`src/rtl/uart_avalon_arbiter_if.sv`:
```
// Avalon-MM bus bundle between the arbiter and the UART core.
// master: arbiter side (drives chipselect/address/read_n/write_n/writedata,
//         receives readdata/waitrequest).
// slave:  UART core side.
interface uart_avalon_arbiter_if;
  logic        chipselect_out;
  logic        address_out;
  logic        read_n_out;
  logic        write_n_out;
  logic [31:0] writedata_out;
  logic [31:0] readdata_in;
  logic        waitrequest_in;

  modport master (
    output chipselect_out, address_out, read_n_out, write_n_out, writedata_out,
    input  readdata_in, waitrequest_in
  );

  modport slave (
    input  chipselect_out, address_out, read_n_out, write_n_out, writedata_out,
    output readdata_in, waitrequest_in
  );
endinterface

```
`src/rtl/uart_avalon_arbiter.sv`:
```
// Shares the UART core's single Avalon-MM port between a read client (RX byte
// fetch) and a write client (TX byte output). After reset the control register
// is written once with CTRL_INIT, then one-byte accesses are granted
// round-robin. Every access is bounded by TIMEOUT_CYCLES of waitrequest stall.
// Ports:
//   clock_in, reset_in          clock, synchronous active-high reset
//   rd_req_in / rd_done_out     read client handshake; rd_data/valid/avail results
//   wr_req_in / wr_data_in      write client request and byte
//   wr_done_out, error_out      write completion, timeout flag on any done pulse
//   init_done_out               control-register write finished (sticky)
//   bus                         Avalon-MM master modport (all outputs registered)
module uart_avalon_arbiter #(
  parameter logic [31:0] CTRL_INIT      = 32'h0000_0001,
  parameter int unsigned TIMEOUT_CYCLES = 255
) (
  input  logic        clock_in,
  input  logic        reset_in,
  input  logic        rd_req_in,
  output logic        rd_done_out,
  output logic [7:0]  rd_data_out,
  output logic        rd_valid_out,
  output logic [15:0] rd_avail_out,
  input  logic        wr_req_in,
  input  logic [7:0]  wr_data_in,
  output logic        wr_done_out,
  output logic        error_out,
  output logic        init_done_out,
  uart_avalon_arbiter_if.master bus
);

  typedef enum logic [2:0] {
    S_INIT, S_INIT_WAIT, S_IDLE, S_RD_ACC, S_WR_ACC, S_DONE
  } state_t;

  localparam logic [15:0] TO_LAST = 16'(TIMEOUT_CYCLES - 1);

  state_t      state, state_nxt;
  logic        cs, cs_nxt, addr, addr_nxt, rdn, rdn_nxt, wrn, wrn_nxt;
  logic [31:0] wd, wd_nxt;
  logic [7:0]  rdata, rdata_nxt;
  logic        rvalid, rvalid_nxt;
  logic [15:0] ravail, ravail_nxt;
  logic        rdone, rdone_nxt, wdone, wdone_nxt, err, err_nxt;
  logic        init_done, init_done_nxt;
  logic        last_wr, last_wr_nxt;   // 1: last grant went to the write client
  logic [15:0] tcnt, tcnt_nxt;
  logic        bus_idle, timed_out, grant_rd;

  // Bits 14:8 of the data register carry nothing the clients need.
  logic unused_rdata;
  assign unused_rdata = ^bus.readdata_in[14:8];

  // Stall that would be the TIMEOUT_CYCLES-th one ends the access.
  assign timed_out = bus.waitrequest_in && (tcnt == TO_LAST);
  // Read wins when alone, or under contention when write was served last.
  assign grant_rd  = rd_req_in && (!wr_req_in || last_wr);

  always_comb begin
    state_nxt     = state;
    cs_nxt        = cs;
    addr_nxt      = addr;
    rdn_nxt       = rdn;
    wrn_nxt       = wrn;
    wd_nxt        = wd;
    rdata_nxt     = rdata;
    rvalid_nxt    = rvalid;
    ravail_nxt    = ravail;
    rdone_nxt     = 1'b0;
    wdone_nxt     = 1'b0;
    err_nxt       = 1'b0;
    init_done_nxt = init_done;
    last_wr_nxt   = last_wr;
    tcnt_nxt      = tcnt;
    bus_idle      = 1'b0;

    case (state)
      S_INIT: begin
        cs_nxt    = 1'b1;
        addr_nxt  = 1'b1;
        wrn_nxt   = 1'b0;
        wd_nxt    = CTRL_INIT;
        tcnt_nxt  = '0;
        state_nxt = S_INIT_WAIT;
      end
      S_INIT_WAIT: begin
        // A timed-out init still unblocks the clients; there is nobody to flag.
        if (!bus.waitrequest_in || timed_out) begin
          bus_idle      = 1'b1;
          init_done_nxt = 1'b1;
          state_nxt     = S_IDLE;
        end else begin
          tcnt_nxt = tcnt + 16'd1;
        end
      end
      S_IDLE: begin
        if (grant_rd) begin
          cs_nxt      = 1'b1;
          rdn_nxt     = 1'b0;
          last_wr_nxt = 1'b0;
          tcnt_nxt    = '0;
          state_nxt   = S_RD_ACC;
        end else if (wr_req_in) begin
          cs_nxt      = 1'b1;
          wrn_nxt     = 1'b0;
          wd_nxt      = {24'h0, wr_data_in};
          last_wr_nxt = 1'b1;
          tcnt_nxt    = '0;
          state_nxt   = S_WR_ACC;
        end
      end
      S_RD_ACC: begin
        if (!bus.waitrequest_in) begin
          bus_idle   = 1'b1;
          rdone_nxt  = 1'b1;
          rdata_nxt  = bus.readdata_in[7:0];
          rvalid_nxt = bus.readdata_in[15];
          ravail_nxt = bus.readdata_in[31:16];
          state_nxt  = S_DONE;
        end else if (timed_out) begin
          bus_idle  = 1'b1;
          rdone_nxt = 1'b1;
          err_nxt   = 1'b1;
          state_nxt = S_DONE;
        end else begin
          tcnt_nxt = tcnt + 16'd1;
        end
      end
      S_WR_ACC: begin
        if (!bus.waitrequest_in || timed_out) begin
          bus_idle  = 1'b1;
          wdone_nxt = 1'b1;
          err_nxt   = bus.waitrequest_in;
          state_nxt = S_DONE;
        end else begin
          tcnt_nxt = tcnt + 16'd1;
        end
      end
      S_DONE:  state_nxt = S_IDLE;   // forces at least one idle bus cycle
      default: state_nxt = S_INIT;
    endcase

    if (bus_idle) begin
      cs_nxt   = 1'b0;
      addr_nxt = 1'b0;
      rdn_nxt  = 1'b1;
      wrn_nxt  = 1'b1;
      wd_nxt   = '0;
    end
  end

  always_ff @(posedge clock_in) begin
    if (reset_in) begin
      state     <= S_INIT;
      cs        <= 1'b0;
      addr      <= 1'b0;
      rdn       <= 1'b1;
      wrn       <= 1'b1;
      wd        <= '0;
      rdata     <= '0;
      rvalid    <= 1'b0;
      ravail    <= '0;
      rdone     <= 1'b0;
      wdone     <= 1'b0;
      err       <= 1'b0;
      init_done <= 1'b0;
      last_wr   <= 1'b1;
      tcnt      <= '0;
    end else begin
      state     <= state_nxt;
      cs        <= cs_nxt;
      addr      <= addr_nxt;
      rdn       <= rdn_nxt;
      wrn       <= wrn_nxt;
      wd        <= wd_nxt;
      rdata     <= rdata_nxt;
      rvalid    <= rvalid_nxt;
      ravail    <= ravail_nxt;
      rdone     <= rdone_nxt;
      wdone     <= wdone_nxt;
      err       <= err_nxt;
      init_done <= init_done_nxt;
      last_wr   <= last_wr_nxt;
      tcnt      <= tcnt_nxt;
    end
  end

  assign bus.chipselect_out = cs;
  assign bus.address_out    = addr;
  assign bus.read_n_out     = rdn;
  assign bus.write_n_out    = wrn;
  assign bus.writedata_out  = wd;
  assign rd_done_out        = rdone;
  assign rd_data_out        = rdata;
  assign rd_valid_out       = rvalid;
  assign rd_avail_out       = ravail;
  assign wr_done_out        = wdone;
  assign error_out          = err;
  assign init_done_out      = init_done;

endmodule

```
`src/flat_wrapper.sv`:
```
// flat-port wrapper written by rule: the top's interface ports become plain ports
module uart_avalon_arbiter_flat 
#(
  parameter logic [31:0] CTRL_INIT      = 32'h0000_0001,
  parameter int unsigned TIMEOUT_CYCLES = 255
)
  (clock_in, reset_in, rd_req_in, rd_done_out, rd_data_out, rd_valid_out, rd_avail_out, wr_req_in, wr_data_in, wr_done_out, error_out, init_done_out, bus_chipselect_out, bus_address_out, bus_read_n_out, bus_write_n_out, bus_writedata_out, bus_readdata_in, bus_waitrequest_in);
  uart_avalon_arbiter_if bus_i ();
  input  logic clock_in;
  input  logic reset_in;
  input  logic rd_req_in;
  output logic rd_done_out;
  output logic [7:0] rd_data_out;
  output logic rd_valid_out;
  output logic [15:0] rd_avail_out;
  input  logic wr_req_in;
  input  logic [7:0] wr_data_in;
  output logic wr_done_out;
  output logic error_out;
  output logic init_done_out;
  output wire logic [$bits(bus_i.chipselect_out)-1:0] bus_chipselect_out;
  output wire logic [$bits(bus_i.address_out)-1:0] bus_address_out;
  output wire logic [$bits(bus_i.read_n_out)-1:0] bus_read_n_out;
  output wire logic [$bits(bus_i.write_n_out)-1:0] bus_write_n_out;
  output wire logic [$bits(bus_i.writedata_out)-1:0] bus_writedata_out;
  input wire logic [$bits(bus_i.readdata_in)-1:0] bus_readdata_in;
  input wire logic [$bits(bus_i.waitrequest_in)-1:0] bus_waitrequest_in;
  assign bus_chipselect_out = bus_i.chipselect_out;
  assign bus_address_out = bus_i.address_out;
  assign bus_read_n_out = bus_i.read_n_out;
  assign bus_write_n_out = bus_i.write_n_out;
  assign bus_writedata_out = bus_i.writedata_out;
  assign bus_i.readdata_in = bus_readdata_in;
  assign bus_i.waitrequest_in = bus_waitrequest_in;
  uart_avalon_arbiter #(.CTRL_INIT(CTRL_INIT), .TIMEOUT_CYCLES(TIMEOUT_CYCLES)) u_core (.clock_in(clock_in), .reset_in(reset_in), .rd_req_in(rd_req_in), .rd_done_out(rd_done_out), .rd_data_out(rd_data_out), .rd_valid_out(rd_valid_out), .rd_avail_out(rd_avail_out), .wr_req_in(wr_req_in), .wr_data_in(wr_data_in), .wr_done_out(wr_done_out), .error_out(error_out), .init_done_out(init_done_out), .bus(bus_i));
endmodule
```
`config.mk`:
```
export PLATFORM = sky130hd
export DESIGN_NAME = uart_avalon_arbiter_flat
export DESIGN_NICKNAME = d
export VERILOG_FILES = /design/src/rtl/uart_avalon_arbiter_if.sv /design/src/rtl/uart_avalon_arbiter.sv /design/src/flat_wrapper.sv
export SDC_FILE = /design/constraint.sdc
export NUM_CORES = 1
export LEC_CHECK = 0
export BUFFER_PORTS_ARGS = -buffer_cell sky130_fd_sc_hd__buf_2
export CORE_MARGIN = 2
export CORE_UTILIZATION = 31
export CTS_BUF_LIST = sky130_fd_sc_hd__clkbuf_16
export DETAILED_ROUTE_END_ITERATION = 10
export GPL_ROUTABILITY_DRIVEN = 0
export PLACE_DENSITY = 0.54
export SETUP_SLACK_MARGIN = 0.3
export SLEW_MARGIN = 20
export SYNTH_ARGS = -nofsm -noshare
export SYNTH_HDL_FRONTEND = slang
export SYNTH_SLANG_ARGS = --single-unit
```
`constraint.sdc`:
```
create_clock -name clock_in -period 3.65 [get_ports clock_in]
set_input_delay 0.5475 -clock clock_in [delete_from_list [all_inputs] [get_ports clock_in]]
set_output_delay 0.5475 -clock clock_in [all_outputs]
set_load 0.03 [all_outputs]
```
==> reports/metrics.yaml, run 1 <==
power.leakage_nw: 1.35
reg2reg_from: "u_core.state[0]"
yosysUniqueCellTypes: 55
ys_top_cells_by_area: "dfxtp_1, nand2_1, buf_4"
fmax_mhz: 494
ys_seq_area_share_pct: 43.5
rr_worst_depth: 4
dr.pass1.iters: 4
fin_util_pct: 38.9
crit_fanout: 14
cts_tree: "done"
post_cts_buffers: 0
final.setup.tns_ns: 0
yosysWarnings: 0
min_to: "u_core.bus.read_n_out"
ant_nets: 0
startpoint_type: "flip-flop"
rsz0062_at_grt: "false"
synth_ff_type: "dfxtp_1"
area_growth_pct: 21.5
grt_pass1_wl_um: 10700
synth_area_mm2: 0.00281
synth_seq_cells: 61
htree_levels: 3
hold_class: "flip-flop to flip-flop"
crit_path_end_kind: "flip-flop"
die_width_um: 99.1
synth-edff-count: 0
grt_usage_pct: 13.6
drt_iter0_markers: 117
crit_slowest_cell: "or4_2"
hold_start: "u_core.bus.read_n_out"
antenna_found_initial: 0
worstSkewPairLatency_ns: 0.33
netlist_instances: 327
fin_worst_skew_ns: 0.00895
cts-buffers-inserted: 9
setup_viol: 0
drv_cap: 0
peakVddDrop_uv: 199
synth.avg_cell_area_um2: 8.58
max_slew_margin_pct: 36.1
core_mm2: 0.00876
drt-wirelength-per-cell_um: 12.7
critPathTopFamily: "simple AND/OR/NAND/NOR gates"
initial_core_util_pct: 32.0
synthTopCellsByCount: "dfxtp_1, nand2_1, a21oi_1, buf_4, nor2_1"
min_period_over_period_pct: 55.4
clockBufferDepth: 2
rows: 34
path_buf_inv: 0
grt_max_degree: 39
layout-drive-gt1-share_pct: 29.8
required_ns: 3.91
slowest_delay_ns: 0.66
powerDensity_mw_per_mm2: 479
hold_violations: 0
tightest_slew_ns: 0.956
yosys.area.top_type: "dfxtp_1"
root_buffer: "clkbuf_16"
worst-r2r-setup-slack_ns: 1.63
cts_sinks: 61
slew_viol_final: 0
synth_top_area_share_pct: 43.5
vias: 2468
dp_hpwl_um: 4470
crit_chain: "mux2i_2 -> o21ai_2 -> or4_2 -> a21oi_2"
yosysMostFrequentCell: "dfxtp_1"
async_reset_ff_share_pct: 0
grt_pass1_vias: 2271
io_buffers: 78
period_needed_ns: 2.02
num_io_pins: 110
status: "complete, no violations"
viasPerCell: 4.83
die_area_mm2: 0.00983
fill_cells: 923
hold_buffers: 0
hold_path_depth: 1
critical_path_class: "flip-flop to flip-flop"
cp.arrival_ns: 2.29
antenna_cells: 0
r2r-end: "u_core.tcnt[11]"
wirelength_um: 6510
cts_resized: 0
cts.clk_slew.worst_paths_ns: 0.06
nNetsFinal: 445
overflow: 0
drt_drc_violations_left: 0
dieHeight_um: 99.1
## through the flow
step / hold WS, ns / setup slack, ns / power [mW] / area, um^2 / cells
after floorplan: 0.451 / 1.82 / 0.848 / 2890 / 350
after global placement: 0.435 / 1.62 / 0.874 / 3130 / 495
after detailed placement: 0.440 / 1.60 / 0.876 / 3130 / 495
after CTS: 0.440 / 1.59 / 1.66 / 3410 / 511
after global routing: 0.453 / 1.34 / 1.70 / 3410 / 511
final: 0.449 / 1.63 / 1.63 / 3410 / 511
## cell usage in the layout (no fill, tap or decap), types with 9 or more instances in the layout
master / Yosys / layout
nand2_1: 56 / 56
nor2_1: 16 / 16
clkbuf_16: 0 / 9
a21oi_1: 35 / 35
buf_2: 6 / 78
or4_1: 9 / 9
conb_1: 1 / 24
dfxtp_1: 61 / 61
o31ai_1: 10 / 10
## worst max path at each step
stage	from	endpoint	slack, ns	depth (start not counted)
4_1_cts	u_core.state[0]	u_core.rd_data_out[1]	1.59	4
6_report	u_core.state[0]	u_core.tcnt[11]	1.63	4
3_3_place_gp	bus_waitrequest_in	u_core.rd_data_out[7]	1.62	5
5_1_grt	u_core.state[0]	u_core.rd_data_out[4]	1.34	4
3_5_place_dp	u_core.state[0]	u_core.rd_data_out[1]	1.60	4
2_1_floorplan	u_core.tcnt[0]	u_core.tcnt[11]	1.82	6
## power breakdown
part	total [mW]	internal (mW)	switching, mW
clock	0.773	0.460	0.313
sequential	0.696	0.682	0.0141
combinational	0.164	0.0473	0.117
total	1.63	1.19	0.444
## flip-flops by register name (all words and copies together) (netlist names), 3 cells and up
register and flops:
u_core.rd_avail_out 16, u_core.tcnt 16, u_core.bus.writedata_out 8, u_core.rd_data_out 8, u_core.state 3
## layout make-up
cell class	instances	area [um^2]	area share, %
clock buffer	9	225	6.61
inverter	8	30.0	0.881
timing repair buffer	80	405	11.9
tap	108	135	3.96
sequential	61	1220	35.8
multi-input combinational	238	1340	39.4
clock inverter	7	50.0	1.47
## worst reg2reg max path: stages, from the launching register on
cell     delay, ns
dfxtp_1       0.57
mux2i_2       0.38
o21ai_2       0.22
or4_2         0.66
a21oi_2       0.14
## cell families (layout without fill, tap and decap cells)
kind of cell    after synthesis  in the layout  share of synthesized area [%]
mux                           2              2                          0.847
other cells                   1             24                          0.134
buf+inv                      51            104                           11.7
compound gates               86             86                           20.4
flops                        61             61                           43.5
fa+ha+maj                     2              2                          0.892
simple gates                124            124                           22.5
## routing by layer
metal  wire, um  global-route usage, %
met3        450                   4.99
met1       2940                   16.7
met4        114                   6.01
met5          0                      0
met2       3000                   21.4
(Power assumes the default switching activity.)
==> run 2: changes to the inputs <==
- PLACE_DENSITY: 0.54 -> 0.56
- clock period: 3.65 -> 1.8 ns (I/O delays scaled with it)
==> run 2 against run 1 <==
Worst setup slack got worse by 1.5 ns. Cell count rose by 7.4%. Highest routed layer unchanged. Critical path depth rose by 3. Maximum frequency rose by 23%. Total power rose by 100%. Critical path type unchanged. Clock skew fell by 0.0030 ns.
==> reports/metrics.yaml, run 2 (synthesis results as in run 1) <==
die_area_mm2: 0.00983  # unchanged
setup_viol: 0  # unchanged
hold_violations: 0  # unchanged
grt_usage_pct: 16.2  # +2.6 points
final.setup.tns_ns: 0  # unchanged
worstSkewPairLatency_ns: 0.32  # about the same
clockBufferDepth: 2  # unchanged
hold_class: "primary input to flip-flop"
core_mm2: 0.00876  # unchanged
crit_fanout: 6  # -8
die_width_um: 99.1  # unchanged
rows: 34  # unchanged
htree_levels: 3  # unchanged
fin_worst_skew_ns: 0.00598  # -0.00297 ns
final_cell_mix: "buf_2, nand2_1, dfxtp_1, a21oi_1, conb_1"
grt_pass1_vias: 2710  # +19%
rsz0062_at_grt: "true"
grt_use_met1_pct: 19.3  # +2.6 points
slew_viol_final: 0  # unchanged
dieHeight_um: 99.1  # unchanged
area_growth_pct: 47.5
power.total_mw: 3.34  # +100%
startpoint_type: "flip-flop"
cts-buffers-inserted: 9  # unchanged
hold_slack_ns: 0.178  # -0.271 ns
drt-wirelength-per-cell_um: 15.4  # +21%
place_ws_ns: 0.0950  # -1.51 ns
setup_ws_ns: 0.154  # -1.47 ns
cts_tree: "done"
fmax_mhz: 608  # +23%
viasPerCell: 5.14  # +6.5%
io_buffers: 78  # unchanged
ant_nets: 0  # unchanged
antenna_found_initial: 0  # unchanged
busiest_layer: "met2"
dr.pass1.iters: 4  # unchanged
layout-drive-gt1-share_pct: 47.6  # +18 points
antenna_cells: 0  # unchanged
grt_max_degree: 26  # -33%
wirelength_um: 8440  # +30%
final_common_cell: "buf_2"
dp_hpwl_um: 4770  # +6.7%
hold_buffers: 0  # unchanged
nNetsFinal: 485  # +9.0%
powerDensity_mw_per_mm2: 807  # +68%
fin_util_pct: 47.2  # +8.3 points
root_buffer: "clkbuf_16"
grt_pass1_wl_um: 12800  # +19%
cts.clk_slew.worst_paths_ns: 0.05  # about the same
met2_usage_pct: 26.6  # +5.2 points
period_needed_ns: 1.65  # -0.378 ns
overflow: 0  # unchanged
status: "complete, no violations"
drt_iter0_markers: 119  # +1.7%
vias: 2823  # +14%
initial_core_util_pct: 32.0  # unchanged
num_io_pins: 110  # unchanged
drv_cap: 0  # unchanged
required_ns: 2.00  # -1.91 ns
power.leakage_nw: 1.63  # +21%
peakVddDrop_uv: 393  # +97%
cts_sinks: 61  # unchanged
fill_cells: 848  # -8.1%
crit_path_end_kind: "flip-flop"
gr-usage-met3_pct: 5.55  # +0.56 points
drt_drc_violations_left: 0  # unchanged
cp.arrival_ns: 1.84  # -0.45 ns
min_period_over_period_pct: 91.4  # +36 points
critical_path_class: "flip-flop to flip-flop"
## run 2: cell types whose count changed in the layout (fill, tap and decap cells not counted), sizes merged
cell | previous run | this run
clkbuf | 9 | 10
buf | 80 | 112
clkinv | 2 | 4
inv | 10 | 9
and4 | 4 | 8
clkinvlp | 3 | 0
o21ai | 8 | 9
a21o | 3 | 4
o21bai | 1 | 2
## run 2: power breakdown
group | internal, mW | switching [mW] | leakage [nW]
clock | 0.893 | 0.568 | 0.127
combinational | 0.177 | 0.304 | 0.996
sequential | 1.37 | 0.0225 | 0.504
total | 2.44 | 0.895 | 1.63
## run 2: final timing paths
| kind | start | end | slack [ns] | cells after the start |
|---|---|---|---|---|
| setup / recovery | u_core.tcnt[0] | u_core.tcnt[12] | 0.15 | 7 |
| hold / removal | bus_readdata_in[26] | u_core.rd_avail_out[10] | 0.18 | 3 |
| setup reg to reg | u_core.tcnt[0] | u_core.tcnt[12] | 0.15 | 7 |
| hold reg to reg | u_core.bus.read_n_out | u_core.bus.read_n_out | 0.45 | 1 |
## run 2: critical path: stages (launching register included)
cell and delay, ns:
dfxtp_4 0.35, inv_2 0.05, ha_4 0.15, and3_4 0.19, buf_4 0.14, and4_4 0.18, o31ai_1 0.35, a21oi_2 0.11
## run 2: final cells by class
cell class | instances | area, um^2 | share of cell area, %
well taps | 108 | 135 | 3.26
multi-input cells | 245 | 1740 | 41.9
flip-flops and latches | 61 | 1260 | 30.5
repair buffers | 113 | 729 | 17.6
clock buffers | 9 | 225 | 5.44
clock inverters | 5 | 21.3 | 0.514
inverters | 8 | 30.0 | 0.726
## run 2: through the flow
step                std cells  cell area [um^2]
floorplan                 350              2960
global placement          507              3280
detailed placement        507              3280
CTS                       540              3850
global route              549              4140
finish                    549              4140
## run 2: repair_timing
action | CTS | global route
buffers inserted | 12 | 6
pin swaps | 18 | 24
cloned | 7 | 3
setup endpoints to repair | 32 | 58
gates resized for setup | 47 | 47
## run 2: layer usage
layer | vias up | routed length (um)
li1 | 1358 | -
met1 | 1340 | 3470
met2 | 107 | 4250
met5 | - | 0
met3 | 18 | 494
met4 | 0 | 226
==> run 3: changes to the inputs <==
- clock period: 1.8 -> 1.5 ns (I/O delays scaled with it)
==> run 3 against run 2 <==
The flow now finishes with violations (negative setup slack). Largest cell class unchanged. Wire length up 11%. Via count up 7.1%. Critical endpoint unchanged. Global-route usage up 1.5 points. Critical path depth down 1. Count of clock-buffer cells in the layout unchanged. Non-clock buffer count up 46. Highest routed layer unchanged. First-iteration DRC count down 24%.
==> reports/metrics.yaml, run 3 (synthesis results as in run 1) <==
rows: 34  # unchanged
rsz0062_at_grt: "true"
hold_slack_ns: 0.135  # -0.0435 ns
crit_path_end_kind: "flip-flop"
cts_sinks: 61  # unchanged
top_layer: "met4"
startpoint_type: "flip-flop"
htree_levels: 3  # unchanged
overflow: 0  # unchanged
setup_ws_ns: -0.126  # -0.280 ns
wl_met1_um: 3860  # +11%
cts-buffers-inserted: 9  # unchanged
hold_path_depth: 3  # unchanged
drv_cap: 0  # unchanged
cp.arrival_ns: 1.88  # +0.04 ns
nNetsFinal: 527  # +8.7%
grt_pass1_wl_um: 13900  # +8.4%
slowest_delay_ns: 0.52  # +0.17 ns
slew_viol_final: 0  # unchanged
ant_nets: 0  # unchanged
worst-r2r-setup-slack_ns: -0.13  # -0.28 ns
core_mm2: 0.00876  # unchanged
vias: 3023  # +7.1%
critical_path_class: "flip-flop to flip-flop"
final_cell_mix: "buf_2, buf_4, dfxtp_1, nand2_4, a21oi_2"
drt-wirelength-per-cell_um: 15.8  # +2.8%
grt_pass1_vias: 2869  # +5.9%
grt_max_degree: 26  # unchanged
crit_chain: "inv_2 -> ha_2 -> and3_4 -> and4_4 -> or4_4 -> a21oi_2"
final.setup.tns_ns: -2.48  # -2.48 ns
status: "finished with violations"
cts.clk_slew.worst_paths_ns: 0.06  # about the same
drt_iter0_markers: 90  # -24%
crit_fanout: 6  # unchanged
fmax_mhz: 615  # +1.2%
grt_usage_pct: 17.7  # +1.5 points
area_growth_pct: 78.2
io_buffers: 78  # unchanged
die_area_mm2: 0.00983  # unchanged
fin_worst_skew_ns: 0.00888  # +0.00290 ns
antenna_cells: 0  # unchanged
num_io_pins: 110  # unchanged
power.leakage_nw: 2.10  # +29%
powerDensity_mw_per_mm2: 910  # +13%
crit_slowest_cell: "or4_4"
period_needed_ns: 1.63  # -0.0201 ns
dp_hpwl_um: 4850  # +1.7%
path_buf_inv: 1  # -1
drt_drc_violations_left: 0  # unchanged
min_period_over_period_pct: 108  # +17 points
violations: "negative setup slack"
hold_class: "primary input to flip-flop"
layout-drive-gt1-share_pct: 66.0  # +18 points
root_buffer: "clkbuf_16"
wl_met3_um: 426  # -14%
required_ns: 1.76  # -0.24 ns
initial_core_util_pct: 32.0  # unchanged
hold_start: "bus_readdata_in[29]"
dieHeight_um: 99.1  # unchanged
die_width_um: 99.1  # unchanged
hold_violations: 0  # unchanged
worstSkewPairLatency_ns: 0.33  # about the same
viasPerCell: 5.10  # -0.86%
reg2reg_from: "u_core.tcnt[0]"
antenna_found_initial: 0  # unchanged
r2r-end: "u_core.tcnt[12]"
dr.pass1.iters: 4  # unchanged
setup_viol: 31  # +31
rr_worst_depth: 6  # -1
clockBufferDepth: 2  # unchanged
min_to: "u_core.rd_avail_out[13]"
cts_tree: "done"
wl_met2_um: 4940  # +16%
peakVddDrop_uv: 439  # +12%
final_common_cell: "buf_2"
cp.depth: 6  # -1
critPathTopFamily: "simple AND/OR/NAND/NOR gates"
wirelength_um: 9380  # +11%
-- run 3: changes by cell type in the layout (fill, tap and decap cells not counted), sizes merged --
| cell | before | now |
|---|---|---|
| o21bai | 2 | 1 |
| and4 | 8 | 7 |
| bufinv | 0 | 2 |
| inv | 9 | 8 |
| clkinvlp | 0 | 1 |
| clkbuf | 10 | 12 |
| a21o | 4 | 3 |
| o21ai | 9 | 8 |
| buf | 112 | 156 |
-- run 3: metrics by stage --
stage / setup WS (ns) / instances / cell area [um^2] / utilization [%] / total power [mW]
after global placement: -0.145 / 540 / 3590 / 41.0 / 2.21
after CTS: -0.101 / 580 / 4620 / 52.7 / 4.51
after floorplan: -0.119 / 350 / 3050 / - / 2.10
final: -0.126 / 593 / 5000 / 57.0 / 4.55
after detailed placement: -0.169 / 540 / 3590 / 41.0 / 2.21
after global routing: -0.172 / 593 / 5000 / 57.0 / 4.72
-- run 3: where the power goes --
part / total (mW) / internal, mW / switching [mW] / leakage, nW
combinational: 0.671 / 0.265 / 0.407 / 1.44
sequential: 1.69 / 1.66 / 0.0355 / 0.500
clock: 2.18 / 1.44 / 0.737 / 0.153
-- run 3: layout make-up --
class / count / area [um^2]
fill: 735 / 3760
inverter: 8 / 30.0
clock buffer: 9 / 225
clock inverter: 7 / 90.1
multi-input combinational: 241 / 2040
timing repair buffer: 159 / 1240
tap: 108 / 135
sequential: 61 / 1240
-- run 3: worst max path at each step --
| stage | from | end | slack [ns] |
|---|---|---|---|
| floorplan | u_core.tcnt[0] | u_core.tcnt[8] | -0.12 |
| global placement | u_core.tcnt[0] | u_core.tcnt[13] | -0.14 |
| detailed placement | u_core.tcnt[0] | u_core.tcnt[13] | -0.17 |
| CTS | u_core.tcnt[0] | u_core.tcnt[13] | -0.10 |
| global route | u_core.tcnt[0] | u_core.tcnt[12] | -0.17 |
| finish | u_core.tcnt[0] | u_core.tcnt[12] | -0.13 |
-- run 3: timing repair --
action                                  in CTS  in global routing
pin swaps                                   53                 41
gates cloned                                 8                  1
gates resized for setup                    111                 73
buffers inserted                            16                 12
hold buffers                                 0                  0
endpoints found under the setup margin      61                 64
-- run 3: worst reg2reg max path, delay by kind of cell (launching register included) --
kind	cells	cell delay, ns
buf+inv	1	0.04
simple gates	3	0.90
fa+ha+maj	1	0.16
compound gates	1	0.13
flops	1	0.34
-- run 3: layer usage --
| metal | track usage, % | up-vias |
|---|---|---|
| li1 | - | 1438 |
| met1 | 20.9 | 1468 |
| met2 | 31.4 | 103 |
| met3 | 3.09 | 14 |
| met4 | 8.01 | 0 |
| met5 | 0 | - |
